**config.mk**
```make
export PLATFORM = sky130hd
export DESIGN_NAME = core_lsu_flat
export DESIGN_NICKNAME = d
export VERILOG_FILES = /design/src/rtl/core_lsu_pkg.sv /design/src/rtl/core_lsu_if.sv /design/src/rtl/core_lsu_align.sv /design/src/rtl/core_lsu.sv /design/src/flat_wrapper.sv
export SDC_FILE = /design/constraint.sdc
export NUM_CORES = 1
export LEC_CHECK = 0
export BUFFER_PORTS_ARGS = -buffer_cell sky130_fd_sc_hd__buf_2
export CORE_MARGIN = 8
export CORE_UTILIZATION = 50
export CTS_CLUSTER_SIZE = 16
export DETAILED_ROUTE_END_ITERATION = 10
export PLACE_DENSITY = 0.78
export SLEW_MARGIN = 30
export SYNTH_ARGS = -nofsm -noshare
export SYNTH_HDL_FRONTEND = slang
export SYNTH_HIERARCHICAL = 1
export SYNTH_SLANG_ARGS = --single-unit
```
**constraint.sdc**
```tcl
create_clock -name clk_i -period 2.4 [get_ports clk_i]
set_clock_uncertainty 0.05 [all_clocks]
set_input_delay 0.48 -clock clk_i [delete_from_list [all_inputs] [get_ports clk_i]]
set_output_delay 0.48 -clock clk_i [all_outputs]
set_load 0.1 [all_outputs]
```
**src/rtl/core_lsu_pkg.sv**
```systemverilog
// rtl/core_lsu_pkg.sv - shared types and helpers for the load-store unit
package lsu_pkg;

  // RISC-V funct3 access sizes
  typedef enum logic [2:0] {
    SZ_B  = 3'd0,
    SZ_H  = 3'd1,
    SZ_W  = 3'd2,
    SZ_D  = 3'd3,
    SZ_BU = 3'd4,
    SZ_HU = 3'd5,
    SZ_WU = 3'd6
  } size_e;

  typedef enum logic [1:0] {
    IDLE = 2'd0,
    BUSY = 2'd1,
    DONE = 2'd2
  } state_e;

  // Byte-enable mask of an access at lane 0; zero for an unknown size
  function automatic logic [7:0] base_mask(input logic [2:0] size);
    case (size)
      SZ_B, SZ_BU: base_mask = 8'h01;
      SZ_H, SZ_HU: base_mask = 8'h03;
      SZ_W, SZ_WU: base_mask = 8'h0F;
      SZ_D:        base_mask = 8'hFF;
      default:     base_mask = 8'h00;
    endcase
  endfunction

endpackage

```
**src/rtl/core_lsu_if.sv**
```systemverilog
// rtl/core_lsu_if.sv - data-memory request/ready bus
interface core_lsu_if #(
  parameter int DATA_W = 32,
  parameter int ADDR_W = 32
);

  logic                  req;
  logic                  we;
  logic [DATA_W/8-1:0]   be;
  logic [ADDR_W-1:0]     addr;
  logic [DATA_W-1:0]     wd;
  logic [DATA_W-1:0]     rd;
  logic                  ready;

  modport master (output req, we, be, addr, wd, input rd, ready);
  modport slave  (input req, we, be, addr, wd, output rd, ready);

endinterface

```
**src/rtl/core_lsu_align.sv**
```systemverilog
// rtl/core_lsu_align.sv - byte-lane legality, enables, store shift and load extension
module lsu_align
  import lsu_pkg::*;
#(
  parameter int DATA_W = 32
) (
  input  logic [$clog2(DATA_W/8)-1:0] off_i,
  input  logic [2:0]                  size_i,
  input  logic [DATA_W-1:0]           wd_i,
  output logic                        legal_o,
  output logic [DATA_W/8-1:0]         be_o,
  output logic [DATA_W-1:0]           wd_o,
  input  logic [$clog2(DATA_W/8)-1:0] rd_off_i,
  input  logic [2:0]                  rd_size_i,
  input  logic [DATA_W-1:0]           rd_i,
  output logic [DATA_W-1:0]           rd_o
);

  localparam int BE_W = DATA_W / 8;

  logic [7:0]        mask;
  logic [DATA_W-1:0] rd_sh;

  // Natural alignment per size; 64-bit-only sizes are rejected on a 32-bit bus
  always_comb begin
    legal_o = 1'b0;
    case (size_i)
      SZ_B, SZ_BU: legal_o = 1'b1;
      SZ_H, SZ_HU: legal_o = (off_i[0] == 1'b0);
      SZ_W:        legal_o = (off_i[1:0] == 2'b00);
      SZ_WU:       legal_o = (DATA_W == 64) && (off_i[1:0] == 2'b00);
      SZ_D:        legal_o = (DATA_W == 64) && (off_i == '0);
      default:     legal_o = 1'b0;
    endcase
  end

  // Move the size mask and the store data up to the addressed lane
  always_comb begin
    mask = base_mask(size_i);
    be_o = mask[BE_W-1:0] << off_i;
    wd_o = wd_i << {off_i, 3'b000};
  end

  // Bring the addressed lane down to bit 0 and extend it to full width
  always_comb begin
    rd_sh = rd_i >> {rd_off_i, 3'b000};
    rd_o  = '0;
    case (rd_size_i)
      SZ_B:    rd_o = DATA_W'($signed(rd_sh[7:0]));
      SZ_BU:   rd_o = DATA_W'(rd_sh[7:0]);
      SZ_H:    rd_o = DATA_W'($signed(rd_sh[15:0]));
      SZ_HU:   rd_o = DATA_W'(rd_sh[15:0]);
      SZ_W:    rd_o = DATA_W'($signed(rd_sh[31:0]));
      SZ_WU:   rd_o = DATA_W'(rd_sh[31:0]);
      SZ_D:    rd_o = rd_sh;
      default: rd_o = '0;
    endcase
  end

endmodule

```
**src/rtl/core_lsu.sv**
```systemverilog
// rtl/core_lsu.sv - registered load-store unit with timeout and core stall
module core_lsu
  import lsu_pkg::*;
#(
  parameter int DATA_W  = 32,
  parameter int ADDR_W  = 32,
  parameter int TIMEOUT = 16
) (
  input  logic              clk_i,
  input  logic              rst_i,
  input  logic              core_req_i,
  input  logic              core_we_i,
  input  logic [2:0]        core_size_i,
  input  logic [ADDR_W-1:0] core_addr_i,
  input  logic [DATA_W-1:0] core_wd_i,
  output logic [DATA_W-1:0] core_rd_o,
  output logic              core_stall_o,
  output logic              misalign_o,
  output logic              fault_o,
  core_lsu_if.master        mem
);

  localparam int BE_W  = DATA_W / 8;
  localparam int OFF_W = $clog2(BE_W);
  localparam int CNT_W = (TIMEOUT > 1) ? $clog2(TIMEOUT) : 1;

  state_e            state_q, state_d;
  logic [ADDR_W-1:0] addr_q;
  logic              we_q;
  logic [BE_W-1:0]   be_q;
  logic [DATA_W-1:0] wd_q;
  logic [DATA_W-1:0] rd_q;
  logic [2:0]        size_q;
  logic [OFF_W-1:0]  off_q;
  logic [CNT_W-1:0]  cnt_q;
  logic              mis_q;

  logic [OFF_W-1:0]  off;
  logic              legal;
  logic [BE_W-1:0]   be;
  logic [DATA_W-1:0] wd_sh;
  logic [DATA_W-1:0] rd_ext;
  logic              busy;
  logic              timeout_hit;

  assign off  = core_addr_i[OFF_W-1:0];
  assign busy = (state_q == BUSY);

  // Legality and lane steering use the live request; extension uses the captured lane
  lsu_align #(.DATA_W(DATA_W)) u_align (
    .off_i     (off),
    .size_i    (core_size_i),
    .wd_i      (core_wd_i),
    .legal_o   (legal),
    .be_o      (be),
    .wd_o      (wd_sh),
    .rd_off_i  (off_q),
    .rd_size_i (size_q),
    .rd_i      (mem.rd),
    .rd_o      (rd_ext)
  );

  assign timeout_hit = (TIMEOUT != 0) && (cnt_q == CNT_W'(TIMEOUT - 1));

  // Next state: a legal request goes to memory, an illegal one answers at once
  always_comb begin
    state_d = state_q;
    case (state_q)
      IDLE:    if (core_req_i) state_d = legal ? BUSY : DONE;
      BUSY:    if (mem.ready || timeout_hit) state_d = DONE;
      DONE:    state_d = IDLE;
      default: state_d = IDLE;
    endcase
  end

  // State register plus request capture, wait counter and load result
  always_ff @(posedge clk_i) begin
    if (rst_i) begin
      state_q <= IDLE;
      addr_q  <= '0;
      we_q    <= 1'b0;
      be_q    <= '0;
      wd_q    <= '0;
      rd_q    <= '0;
      size_q  <= '0;
      off_q   <= '0;
      cnt_q   <= '0;
      mis_q   <= 1'b0;
    end else begin
      state_q <= state_d;
      case (state_q)
        IDLE: if (core_req_i) begin
          addr_q <= {core_addr_i[ADDR_W-1:OFF_W], {OFF_W{1'b0}}};
          we_q   <= core_we_i;
          be_q   <= be;
          wd_q   <= wd_sh;
          size_q <= core_size_i;
          off_q  <= off;
          cnt_q  <= '0;
          rd_q   <= '0;
          mis_q  <= ~legal;
        end
        BUSY: begin
          cnt_q <= cnt_q + CNT_W'(1);
          if (mem.ready && !we_q) rd_q <= rd_ext;
        end
        DONE:    mis_q <= 1'b0;
        default: ;
      endcase
    end
  end

  assign mem.req      = busy;
  assign mem.we       = busy & we_q;
  assign mem.be       = busy ? be_q   : '0;
  assign mem.addr     = busy ? addr_q : '0;
  assign mem.wd       = busy ? wd_q   : '0;

  assign core_rd_o    = rd_q;
  assign core_stall_o = core_req_i & (state_q != DONE);
  assign misalign_o   = (state_q == DONE) & mis_q;
  assign fault_o      = busy & ~mem.ready & timeout_hit;

endmodule

```
**src/flat_wrapper.sv**
```systemverilog
// flat-port wrapper written by rule: the top's interface ports become plain ports
module core_lsu_flat import lsu_pkg::*;
#(
  parameter int DATA_W  = 32,
  parameter int ADDR_W  = 32,
  parameter int TIMEOUT = 16
)
  (clk_i, rst_i, core_req_i, core_we_i, core_size_i, core_addr_i, core_wd_i, core_rd_o, core_stall_o, misalign_o, fault_o, mem_req, mem_we, mem_be, mem_addr, mem_wd, mem_rd, mem_ready);
  core_lsu_if #(.DATA_W(DATA_W), .ADDR_W(ADDR_W)) mem_i ();
  input  logic clk_i;
  input  logic rst_i;
  input  logic core_req_i;
  input  logic core_we_i;
  input  logic [2:0] core_size_i;
  input  logic [ADDR_W-1:0] core_addr_i;
  input  logic [DATA_W-1:0] core_wd_i;
  output logic [DATA_W-1:0] core_rd_o;
  output logic core_stall_o;
  output logic misalign_o;
  output logic fault_o;
  output wire logic [$bits(mem_i.req)-1:0] mem_req;
  output wire logic [$bits(mem_i.we)-1:0] mem_we;
  output wire logic [$bits(mem_i.be)-1:0] mem_be;
  output wire logic [$bits(mem_i.addr)-1:0] mem_addr;
  output wire logic [$bits(mem_i.wd)-1:0] mem_wd;
  input wire logic [$bits(mem_i.rd)-1:0] mem_rd;
  input wire logic [$bits(mem_i.ready)-1:0] mem_ready;
  assign mem_req = mem_i.req;
  assign mem_we = mem_i.we;
  assign mem_be = mem_i.be;
  assign mem_addr = mem_i.addr;
  assign mem_wd = mem_i.wd;
  assign mem_i.rd = mem_rd;
  assign mem_i.ready = mem_ready;
  core_lsu #(.DATA_W(DATA_W), .ADDR_W(ADDR_W), .TIMEOUT(TIMEOUT)) u_core (.clk_i(clk_i), .rst_i(rst_i), .core_req_i(core_req_i), .core_we_i(core_we_i), .core_size_i(core_size_i), .core_addr_i(core_addr_i), .core_wd_i(core_wd_i), .core_rd_o(core_rd_o), .core_stall_o(core_stall_o), .misalign_o(misalign_o), .fault_o(fault_o), .mem(mem_i));
endmodule
```
==> run summary, run 1 <==
The total power divided by cell area is 571 nW/um2. The via count of the routed design is 5,600. The layout filler cell count came out at 877. Yosys attributes the largest share of cell area to sky130_fd_sc_hd__dfxtp_1, sky130_fd_sc_hd__nand2_1, sky130_fd_sc_hd__and2_1. The number of global-route vias before repair came out at 5,471. Buffers placed on the I/O ports in this run total 206. The setup path with the least slack is of type reg2out. The final instance count without filler cells is 1,030.

The critical hold path startpoint is core_addr_i[18]. The clock latency reported for the late side of the worst-skew pair came out at 350 ps. The share of flip-flops with an asynchronous set or reset after synthesis is 0%. The worst reg2reg path depth came out at 4.

The number of diodes came out at 0. The number of pins with negative max-slew slack in the final report came to 0. The final worst-path cycle share came out at 94.5%.

The first global-routing pass estimated 27,100 um of wire. From bottom edge to top edge, the die measures 123 um. The pin count of the biggest net entering global routing came out at 73. The detailed-route vias per instance is 5.44. The floorplan step defined a core boundary enclosing 11,300 um2. The slack of the worst reg-to-reg path is 540 ps. The number of hold buffers added after CTS is 0. The count of antenna-violating nets left after detailed routing is 0.

The number of remaining DRC errors is 0. Each instance of the synthesized netlist takes up on average 8.11 um2. The count of endpoints failing hold in the final timing report came out at 0. The most common cell in the synthesized netlist is sky130_fd_sc_hd__nand2_1. The netlist area before placement came out at 5760 um2.

The static power due to leakage is 3.47 nW. The share of the synthesized area in the top cell type came out at 38.6%. The total routed wirelength is 17,900 um. The global-route track usage on met3 came out at 7.40%. Setup repair after global routing left no endpoint under its margin. The depth of the CTS H-tree came out at 3.

TritonCTS built the clock tree. The path with the worst hold slack has its endpoint at u_core/addr_q[18]$_SDFFE_PP0P_. The total number of clock tree sinks came out at 111. The worst register-to-register path ends at u_core/core_rd_o[16]$_SDFFE_PP0P_. In this run the tightest slew margin relative to its limit is 48.8%.

The post-synthesis sequential element count came out at 111. The area of the multi-input gates is 3250 um2. The data arrival at the endpoint of the critical path is 1740 ps. The relative area change from synthesis to final layout is 41.8%. The total of warnings raised by yosys is 6. The clock-pin slew reported for the worst setup and hold paths after clock tree synthesis came out at 70 ps. The violation count after the first detailed-route iteration came out at 332. The starting density of the core came out at 50.9%. The global router's overall resource usage came out at 22.4%. The global route total overflow is 0.

The number of top-level pins came out at 209. The share of the Yosys chip area taken by registers is 38.6%. The global routing stage identified its most utilized layer as met2. Counting along the longest clock path gives a buffer depth of 2. The maximum clock frequency is 441 MHz. Ranked by instance count, the synthesized netlist is headed by sky130_fd_sc_hd__nand2_1, sky130_fd_sc_hd__dfxtp_1, sky130_fd_sc_hd__a21oi_1, sky130_fd_sc_hd__and2_1, sky130_fd_sc_hd__mux2i_1.

The start of the worst register-to-register path is u_core/off_q[1]$_SDFFE_PP0P_. The unique cell type count in the Yosys netlist is 49. Once detailed placement completed, the half-perimeter wirelength came to 12,900 um. The area of the die came out at 15,200 um2. Registers take 2230 um2. The launching element type of the critical path is a register. The most used flip-flop cell after synthesis is sky130_fd_sc_hd__dfxtp_1. The synthesized design spends more area on one cell type than any other, namely sky130_fd_sc_hd__dfxtp_1. The number of post-CTS setup repair buffers is 0.

Clock tree synthesis selected as its root buffer the cell sky130_fd_sc_hd__clkbuf_16. The number of stages on the worst hold path is 3. The routed design could run at a clock period as short as 2270 ps. The transition time of the tightest slew-check pin came out at 768 ps. The number of antenna violations at the first check in global routing came out at 0. Once placement completed, the tool counted placed cells totaling 1,013. The flow ran to the end, and the final reports show no timing, DRC or antenna violations.

The average wire length per cell after detail routing is 17.4 um. The synthesized instance count is 710. The horizontal die dimension is 123 um. The largest voltage drop on the vdd net is 0.000446 V. Global routing used 38.2% of the available met2 tracks. The max-cap check violation count is 0. The sort of element at the end of the critical path is an output pin. The total of endpoints with negative setup slack in the final report came out at 0.

The share of post-route cells with drive strength above 1 came out at 30.7%. For this run, global-route usage on met1 was measured as 25.2%. The floorplan has 39 rows. The biggest fanout along the worst timing path is 34.

Final hold analysis gives a worst-case slack of 313 ps. The last weighted congestion value of the routability-driven placer came out at 0.852. The number of nets at the end of the flow came out at 987.

In this run the worst hold path is classified as in2reg. TritonCTS created 9 clock buffers. For this run, the detailed router's first-pass iteration total came to 5. The required time at the worst-slack endpoint is 1870 ps. The number of enable-type register cells in the synthesized netlist came out at 0.
-- worst max-delay path, cell delays in order, from the launching register on --
cell	delay [ps]
sky130_fd_sc_hd__dfxtp_4	420
sky130_fd_sc_hd__nand2b_2	130
sky130_fd_sc_hd__inv_2	190
sky130_fd_sc_hd__clkbuf_16	240
sky130_fd_sc_hd__and2_1	200
sky130_fd_sc_hd__buf_12	180
-- repair_timing --
action / in CTS / in global routing
endpoints found under the setup margin: 65 / 65
gates cloned: 0 / 1
gates resized for setup: 1 / 1
-- where the power goes --
| group | internal (mW) | total (mW) | leakage [nW] | switching, mW |
|---|---|---|---|---|
| logic | 0.408 | 1.17 | 2.42 | 0.757 |
| clock network | 0.797 | 1.48 | 0.142 | 0.685 |
| registers | 1.94 | 2.01 | 0.906 | 0.0733 |
| total | 3.14 | 4.66 | 3.47 | 1.52 |
-- cells in the final DEF (no fill, tap or decap), types with 2 or more instances in the layout --
cell type,count
sky130_fd_sc_hd__nand2_1,168
sky130_fd_sc_hd__buf_2,139
sky130_fd_sc_hd__dfxtp_1,110
sky130_fd_sc_hd__a21oi_1,83
sky130_fd_sc_hd__buf_12,70
sky130_fd_sc_hd__and2_1,65
sky130_fd_sc_hd__mux2i_1,34
sky130_fd_sc_hd__a22o_1,32
sky130_fd_sc_hd__a211oi_1,26
sky130_fd_sc_hd__nor2b_1,19
sky130_fd_sc_hd__nor2_1,17
sky130_fd_sc_hd__o21ai_1,15
sky130_fd_sc_hd__buf_4,11
sky130_fd_sc_hd__clkbuf_16,10
sky130_fd_sc_hd__and2_2,9
sky130_fd_sc_hd__o21ai_2,8
sky130_fd_sc_hd__a21o_1,8
sky130_fd_sc_hd__o2bb2ai_1,7
sky130_fd_sc_hd__nor3_1,5
sky130_fd_sc_hd__clkbuf_8,3
sky130_fd_sc_hd__inv_1,3
sky130_fd_sc_hd__and3_1,3
sky130_fd_sc_hd__nand3_1,3
sky130_fd_sc_hd__o21ai_0,3
sky130_fd_sc_hd__a311oi_4,2
sky130_fd_sc_hd__conb_1,2
sky130_fd_sc_hd__nor4b_2,2
-- how the worst max path moves through the flow --
stage | from | to | depth (start not counted)
after floorplan | u_core/state_q[0]$_SDFFE_PP0P_ | core_stall_o | 3
after global placement | u_core/state_q[0]$_SDFFE_PP0P_ | mem_be[3] | 5
after detailed placement | u_core/state_q[0]$_SDFFE_PP0P_ | mem_be[3] | 5
after CTS | u_core/state_q[0]$_SDFFE_PP0P_ | mem_be[3] | 5
after global routing | u_core/state_q[0]$_SDFFE_PP0P_ | mem_wd[9] | 5
final | u_core/state_q[0]$_SDFFE_PP0P_ | mem_wd[14] | 5
-- through the flow --
stage | area, um2 | util [%] | power, mW | setup TNS (ps) | setup WS, ps
global route | 8170 | 72.1 | 4.83 | 0 | 59.7
global placement | 7840 | 69.3 | 3.18 | 0 | 296
finish | 8170 | 72.1 | 4.66 | 0 | 131
detailed placement | 7840 | 69.3 | 3.20 | 0 | 274
CTS | 8140 | 71.9 | 4.67 | 0 | 43.4
floorplan | 5780 | - | 2.86 | -178 | -178
-- kinds of logic (layout without fill, tap and decap cells) --
| logic type | after synthesis | after routing | synth area share, % |
|---|---|---|---|
| other cells | 1 | 2 | 0.0651 |
| buf+inv | 65 | 241 | 5.65 |
| mux | 35 | 35 | 6.17 |
| xor+xnor | 2 | 2 | 0.435 |
| simple gates | 301 | 301 | 25.5 |
| compound gates | 194 | 194 | 23.4 |
| fa+ha+maj | 1 | 1 | 0.217 |
| flops | 111 | 111 | 38.6 |
-- cell type report --
type                    instances  area share (%)
flip-flops and latches        111            27.3
inverters                       4           0.184
clock buffers                  13            3.31
repair buffers                221            27.0
well taps                     143            2.19
multi-input cells             535            39.8
clock inverters                 3           0.306
-- layer usage --
metal	vias up	routed length, um
li1	2764	-
met1	2605	6950
met2	197	8920
met3	34	1590
met4	0	458
met5	-	0
-- flip-flops by register name, summed over array words and instances (netlist names) --
| name | cells |
|---|---|
| u_core/we_q | 1 |
| u_core/wd_q | 32 |
| u_core/size_q | 3 |
| u_core/core_rd_o | 32 |
| u_core/state_q | 2 |
| u_core/mis_q | 1 |
| u_core/cnt_q | 4 |
| u_core/be_q | 4 |
| u_core/addr_q | 30 |
| u_core/off_q | 2 |
(Power assumes the default switching activity.)
==> run 2, diff against run 1 <==
--- a/config.mk
+++ b/config.mk
@@ -7,10 +7,10 @@
 export LEC_CHECK = 0
 export BUFFER_PORTS_ARGS = -buffer_cell sky130_fd_sc_hd__buf_2
 export CORE_MARGIN = 8
-export CORE_UTILIZATION = 50
+export CORE_UTILIZATION = 54
 export CTS_CLUSTER_SIZE = 16
 export DETAILED_ROUTE_END_ITERATION = 10
-export PLACE_DENSITY = 0.78
+export PLACE_DENSITY = 0.83
 export SLEW_MARGIN = 30
 export SYNTH_ARGS = -nofsm -noshare
 export SYNTH_HDL_FRONTEND = slang
==> constraint.sdc (replaced) <==
create_clock -name clk_i -period 2.7 [get_ports clk_i]
set_clock_uncertainty 0.05 [all_clocks]
set_input_delay 0.54 -clock clk_i [delete_from_list [all_inputs] [get_ports clk_i]]
set_output_delay 0.54 -clock clk_i [all_outputs]
set_load 0.1 [all_outputs]
==> run summary, run 2 (synthesis results as in run 1) <==
The run finished with clean final reports. The headroom to the max-slew limit is 50.9% (+2.1 points). The total routed wirelength came to 17,500 um (-2.6%). The largest voltage drop on the vdd net is 0.000344 V (-23%). The area of the die is 14,200 um2 (-6.5%). The slack of the worst reg-to-reg path is 610 ps (+70 ps). The starting density of the core is 55.8% (+4.9 points).

The number of remaining DRC errors came out at 0 (unchanged). The die outline height came out at 119 um (-3.3%). The detailed-route vias per instance is 5.43 (-0.13%). The area of the multi-input gates was 3240 um2 (-0.35%). The depth of the CTS H-tree came out at 3 (unchanged).

The net switching power of the design came to 1.27 mW (-16%). The number of nets at the end of the flow came out at 986 (-0.10%). The logic gate share of total power is 27.0% (+2.0 points). The top cell types in the final layout, fill and taps aside, are sky130_fd_sc_hd__nand2_1, sky130_fd_sc_hd__buf_2, sky130_fd_sc_hd__dfxtp_1.

The number of cell rows is 37 (-5.1%). The final instance count without filler cells came to 1,021 (-0.87%). The number of antenna violations at the first check in global routing is 1 (+1). Setup repair after global routing left no endpoint under its margin. The relative area change from synthesis to final layout came out at 38.5%. The share of post-route cells with drive strength above 1 is 29.4% (-1.3 points). The total number of clock tree sinks came out at 111 (unchanged).

The global-route track usage on met3 is 10.9% (+3.5 points). The number of iterations in the first detailed-routing pass came out at 5 (unchanged). The post-detailed-placement half-perimeter wirelength came out at 13,000 um (+0.69%). The cell sitting at the root of the clock tree is a sky130_fd_sc_hd__clkbuf_8.

The layer carrying the most global-route usage is met2. The pin count of the biggest net entering global routing came to 73 (unchanged). The global route total overflow is 0 (unchanged). The switching share of total power is 33.8% (+1.2 points). The library cell used most frequently in the layout, excluding fill and tap cells, is sky130_fd_sc_hd__nand2_1. The fraction of power consumed by the clock network is 25.5% (-6.3 points). The wire length of the first global-routing pass was 27,600 um (+1.8%). The cell internal power dissipation is 2.49 mW (-21%). The final critical path takes up 91.9% of the cycle. By startpoint and endpoint, the worst setup path is classified as reg2out.

The static power due to leakage came to 3.39 nW (-2.2%). The pre-CTS worst setup slack came to 555 ps (+281 ps). The global router's overall resource usage is 23.7% (+1.3 points). The count of antenna-violating nets left after detailed routing came out at 0 (unchanged). The maximum clock frequency came out at 403 MHz. The routing usage on met2 is 39.9% (+1.8 points).

The biggest fanout along the worst timing path came out at 71 (+110%). The average wire length per cell after detail routing was 17.1 um (-1.7%). The overall power of the completed layout came out at 3.76 mW (-19%).

The cell count after placement is 1,006 (-0.69%). The clock-pin slew reported for the worst setup and hold paths after clock tree synthesis is 100 ps (+30 ps). The count of endpoints failing hold in the final timing report is 0 (unchanged). The number of buffers created by CTS was 9 (unchanged). The sum of negative setup slack was 0 ps (unchanged). The post-detailed-placement cell area was 7800 um2 (-0.57%). The class of the worst hold path is in2reg. The last weighted congestion value of the routability-driven placer came out at 0.853 (about the same). The layout filler cell count came out at 709 (-19%). The smallest clock period supported by the final layout is computed as 2480 ps. The data arrival at the endpoint of the critical path is 1890 ps (+150 ps). The required time at the worst-slack endpoint came to 2110 ps (+240 ps). The area of all placed cells without fillers is 7980 um2 (-2.3%). The met1 layer usage reported by global route is 25.7% (+0.54 points). The number of pins with negative max-slew slack in the final report came out at 0 (unchanged). The number of top-level pins is 209 (unchanged). The area taken by flip-flops and latches is 2220 um2 (-0.11%). The core footprint came out at 10,300 um2 (-8.8%). STA classifies the critical path endpoint as an output pin. The transition time of the tightest slew-check pin is 736 ps (-31.9 ps). The minimum setup slack in the final design came out at 219 ps (+87.7 ps). The horizontal die dimension came out at 119 um (-3.3%). The largest buffer count on any clock path came out at 2 (unchanged). The violation count after the first detailed-route iteration was 370 (+11%). The max-cap check violation count is 0 (unchanged). The register share of total power came out at 47.5% (+4.3 points). The total power divided by cell area came to 472 nW/um2 (-17%). The via count of the routed design is 5,544 (-1.0%).

The clock latency reported for the late side of the worst-skew pair is 380 ps (+30 ps). The number of post-CTS setup repair buffers came out at 0 (unchanged). The total of endpoints with negative setup slack in the final report is 0 (unchanged).

TritonCTS built the clock tree. The number of global-route vias before repair came out at 5,493 (+0.40%). The count of buffers inserted at the top-level ports came to 206 (unchanged). The launching element type of the critical path is a register.
run 2: changes by cell type in the layout (fill, tap and decap cells not counted), sizes merged:
cell	delta
inv	-1
clkinv	+2
clkbuf	-4
diode	+1
bufinv	+1
clkinvlp	-1
run 2: what timing repair did:
action,CTS,global route
hold buffers,0,0
resized for setup,0,1
setup endpoints to repair,0,19
run 2: worst paths after layout:
path | from | endpoint | cells after the start
worst max-delay path | u_core/state_q[1]$_SDFFE_PP0P_ | mem_wd[2] | 5
worst min-delay path | core_addr_i[4] | u_core/addr_q[4]$_SDFFE_PP0P_ | 3
worst max register to register | u_core/state_q[1]$_SDFFE_PP0P_ | u_core/core_rd_o[12]$_SDFFE_PP0P_ | 6
worst min register to register | u_core/wd_q[5]$_SDFFE_PP0P_ | u_core/wd_q[5]$_SDFFE_PP0P_ | 2
run 2: metal layers:
layer	share of wire (%)	up-vias
li1	-	2758
met1	39	2555
met2	49	196
met3	9.3	35
met4	2.5	0
met5	0	-
run 2: area by class of cell:
class / count / share of cell area (%)
well taps: 136 / 2.13
diodes: 1 / 0.0314
multi-input cells: 535 / 40.6
repair buffers: 220 / 27.0
inverters: 4 / 0.188
flip-flops and latches: 111 / 27.9
clock buffers: 10 / 1.60
clock inverters: 4 / 0.612
run 2: worst max-delay path, cell delays in order, from the launching register on:
cell and delay, ps:
sky130_fd_sc_hd__dfxtp_1 430, sky130_fd_sc_hd__nand2b_2 300, sky130_fd_sc_hd__inv_2 100, sky130_fd_sc_hd__buf_12 240, sky130_fd_sc_hd__and2_1 240, sky130_fd_sc_hd__buf_12 190
run 2: stage by stage:
stage               hold WS [ps]  util (%)
floorplan                    382         -
global placement             387      75.5
detailed placement           392      75.5
CTS                          326      77.2
global route                 323      77.3
finish                       338      77.3
run 2: power groups by stage:
stage | Combinational (mW) | Clock, mW | Sequential (mW)
4_1_cts | 1.01 | 0.983 | 1.79
6_report | 1.02 | 0.959 | 1.79
3_3_place_gp | 0.988 | 0 | 1.82
3_5_place_dp | 1.01 | 0 | 1.83
2_1_floorplan | 0.667 | 0 | 1.88
5_1_grt | 1.09 | 1.05 | 1.80
==> run 3, diff against run 2 <==
--- a/config.mk
+++ b/config.mk
@@ -6,11 +6,11 @@
 export NUM_CORES = 1
 export LEC_CHECK = 0
 export BUFFER_PORTS_ARGS = -buffer_cell sky130_fd_sc_hd__buf_2
-export CORE_MARGIN = 8
 export CORE_UTILIZATION = 54
 export CTS_CLUSTER_SIZE = 16
 export DETAILED_ROUTE_END_ITERATION = 10
-export PLACE_DENSITY = 0.83
+export MAX_ROUTING_LAYER = met4
+export PLACE_DENSITY_LB_ADDON = 0.12
 export SLEW_MARGIN = 30
 export SYNTH_ARGS = -nofsm -noshare
 export SYNTH_HDL_FRONTEND = slang
==> run summary, run 3 (synthesis results as in run 1) <==
The horizontal die dimension came out at 105 um (-12%). The biggest fanout along the worst timing path is 39 (-45%). The number of cell rows came out at 37 (unchanged). The number of remaining DRC errors is 0 (unchanged). The number of hold buffers added after CTS is 0 (unchanged). The number of post-CTS setup repair buffers came out at 0 (unchanged). The cell count after placement was 1,005 (-0.099%).

The wire length of the first global-routing pass is 26,700 um (-3.2%). The count of buffers inserted at the top-level ports was 206 (unchanged). The headroom to the max-slew limit came out at 51.2% (+0.27 points).

The setup path with the least slack is of type reg2out. The time the worst path needs with I/O delays and setup came out at 2580 ps (+103 ps). The number of iterations in the first detailed-routing pass came out at 5 (unchanged). The average wire length per cell after detail routing is 16.1 um (-6.0%). The total of endpoints with negative setup slack in the final report is 0 (unchanged). The number of top-level pins is 209 (unchanged). The final cell utilization of the core is 77.4% (+0.097 points). The library cell used most frequently in the layout, excluding fill and tap cells, is sky130_fd_sc_hd__nand2_1. The number of global-route vias before repair is 5,555 (+1.1%). The flow ran to the end, and the final reports show no timing, DRC or antenna violations. The area of all placed cells without fillers came out at 7990 um2 (+0.13%). The cell sitting at the root of the clock tree is a sky130_fd_sc_hd__clkbuf_8. The via count of the routed design is 5,648 (+1.9%). The relative area change from synthesis to final layout came out at 38.7%. The clock-pin slew reported for the worst setup and hold paths after clock tree synthesis came out at 110 ps (about the same). The pin count of the biggest net entering global routing came out at 71 (-2.7%). The total power divided by cell area came to 469 nW/um2 (-0.58%). The global router's overall resource usage is 31.0% (+7.3 points). The pre-CTS worst setup slack came out at 397 ps (-158 ps). Setup repair after global routing left no endpoint under its margin. The number of nets at the end of the flow came out at 985 (-0.10%).

The largest voltage drop on the vdd net came out at 0.000375 V (+9.2%). The violation count after the first detailed-route iteration is 377 (+1.9%). The required time at the worst-slack endpoint came out at 2110 ps (about the same).

The total number of clock tree sinks came out at 111 (unchanged). The static power due to leakage is 3.40 nW (+0.13%). The post-detailed-placement cell area came out at 7800 um2 (about the same).

The maximum clock frequency came out at 387 MHz (-4.0%). The data arrival at the endpoint of the critical path came to 1990 ps (+100 ps). The sum of negative setup slack is 0 ps (unchanged). The class of the worst hold path is in2reg. The launching element type of the critical path is a register. The number of buffers created by CTS came out at 9 (unchanged). The starting density of the core is 55.8% (unchanged). The count of antenna-violating nets left after detailed routing is 0 (unchanged).

The detailed-route vias per instance was 5.53 (+1.8%). The depth of the CTS H-tree is 3 (unchanged). The post-detailed-placement half-perimeter wirelength came out at 12,200 um (-6.1%). Leaving out fill and tap cells, the most frequent cells in the layout are sky130_fd_sc_hd__nand2_1, sky130_fd_sc_hd__buf_2, sky130_fd_sc_hd__dfxtp_1. The share of post-route cells with drive strength above 1 is 29.7% (+0.31 points). The number of pins with negative max-slew slack in the final report came out at 0 (unchanged).

The minimum setup slack in the final design came out at 116 ps (-103 ps). The global route total overflow came out at 0 (unchanged). The final worst-path cycle share came out at 95.7% (+3.8 points). The die outline height came out at 105 um (-12%). The count of endpoints failing hold in the final timing report came out at 0 (unchanged). The last weighted congestion value of the routability-driven placer came to 0.934 (+9.5%). The largest buffer count on any clock path came out at 2 (unchanged). The core footprint came to 10,300 um2 (unchanged).

The max-cap check violation count is 0 (unchanged). The transition time of the tightest slew-check pin came to 732 ps (-4.06 ps). The number of antenna violations at the first check in global routing came out at 1 (unchanged). The area of the die is 11,100 um2 (-22%). The total routed wirelength came out at 16,400 um (-5.9%). The clock latency reported for the late side of the worst-skew pair is 370 ps (about the same).

The CTS tree is yes. The sort of element at the end of the critical path is an output pin. The final instance count without filler cells came out at 1,022 (+0.098%).
[run 3: cell types whose count changed in the layout (fill, tap and decap cells not counted)]
cell	change
sky130_fd_sc_hd__inv_6	+2
sky130_fd_sc_hd__clkbuf_8	+1
sky130_fd_sc_hd__buf_12	+1
sky130_fd_sc_hd__bufinv_16	-1
sky130_fd_sc_hd__dfxtp_1	-1
sky130_fd_sc_hd__clkbuf_1	-1
sky130_fd_sc_hd__inv_2	-1
sky130_fd_sc_hd__dfxtp_2	+1
sky130_fd_sc_hd__buf_4	-2
sky130_fd_sc_hd__clkinv_2	+2
[run 3: path summary, 6_finish.rpt]
| path | from | end | slack [ps] | depth (start not counted) |
|---|---|---|---|---|
| hold reg to reg | u_core/addr_q[27]$_SDFFE_PP0P_ | u_core/addr_q[27]$_SDFFE_PP0P_ | 410 | 2 |
| hold / removal | core_addr_i[5] | u_core/addr_q[5]$_SDFFE_PP0P_ | 330 | 3 |
| setup / recovery | u_core/state_q[1]$_SDFFE_PP0P_ | mem_be[2] | 120 | 5 |
| setup reg to reg | u_core/state_q[1]$_SDFFE_PP0P_ | u_core/core_rd_o[31]$_SDFFE_PP0P_ | 490 | 6 |
[run 3: per-stage QoR]
stage	hold WS (ps)	total power, mW
CTS	311	3.76
global route	308	3.92
finish	332	3.75
detailed placement	392	2.85
floorplan	382	2.54
global placement	386	2.81
[run 3: layout make-up]
type / count / area, um2
Antenna cell: 1 / 2.50
Clock buffer: 10 / 138
Clock inverter: 6 / 41.3
Fill cell: 721 / 2340
Inverter: 4 / 16.3
Multi-Input combinational cell: 535 / 3240
Sequential cell: 111 / 2220
Tap cell: 136 / 170
Timing Repair Buffer: 219 / 2160
[run 3: timing repair]
action,4_1_cts,5_1_grt
hold endpoints to repair,0,0
setup endpoints to repair,41,51
resized for setup,1,2
[run 3: where the power goes]
| part | internal (mW) | leakage (nW) | switching [mW] |
|---|---|---|---|
| clock | 0.365 | 0.0968 | 0.562 |
| combinational | 0.352 | 2.40 | 0.674 |
| sequential | 1.72 | 0.906 | 0.0697 |
[run 3: critical path, stage by stage, from the launching register on]
cell,delay [ps]
sky130_fd_sc_hd__dfxtp_2,470
sky130_fd_sc_hd__nand2b_2,250
sky130_fd_sc_hd__clkinv_2,240
sky130_fd_sc_hd__buf_12,250
sky130_fd_sc_hd__and2_1,220
sky130_fd_sc_hd__buf_12,180
[run 3: routing by layer]
metal	up-vias	wire length (um)	global-route usage [%]
li1	2760	-	-
met4	0	372	11.5
met1	2634	7030	38.1
met5	-	0	-
met3	36	1060	7.11
met2	218	7960	49.7
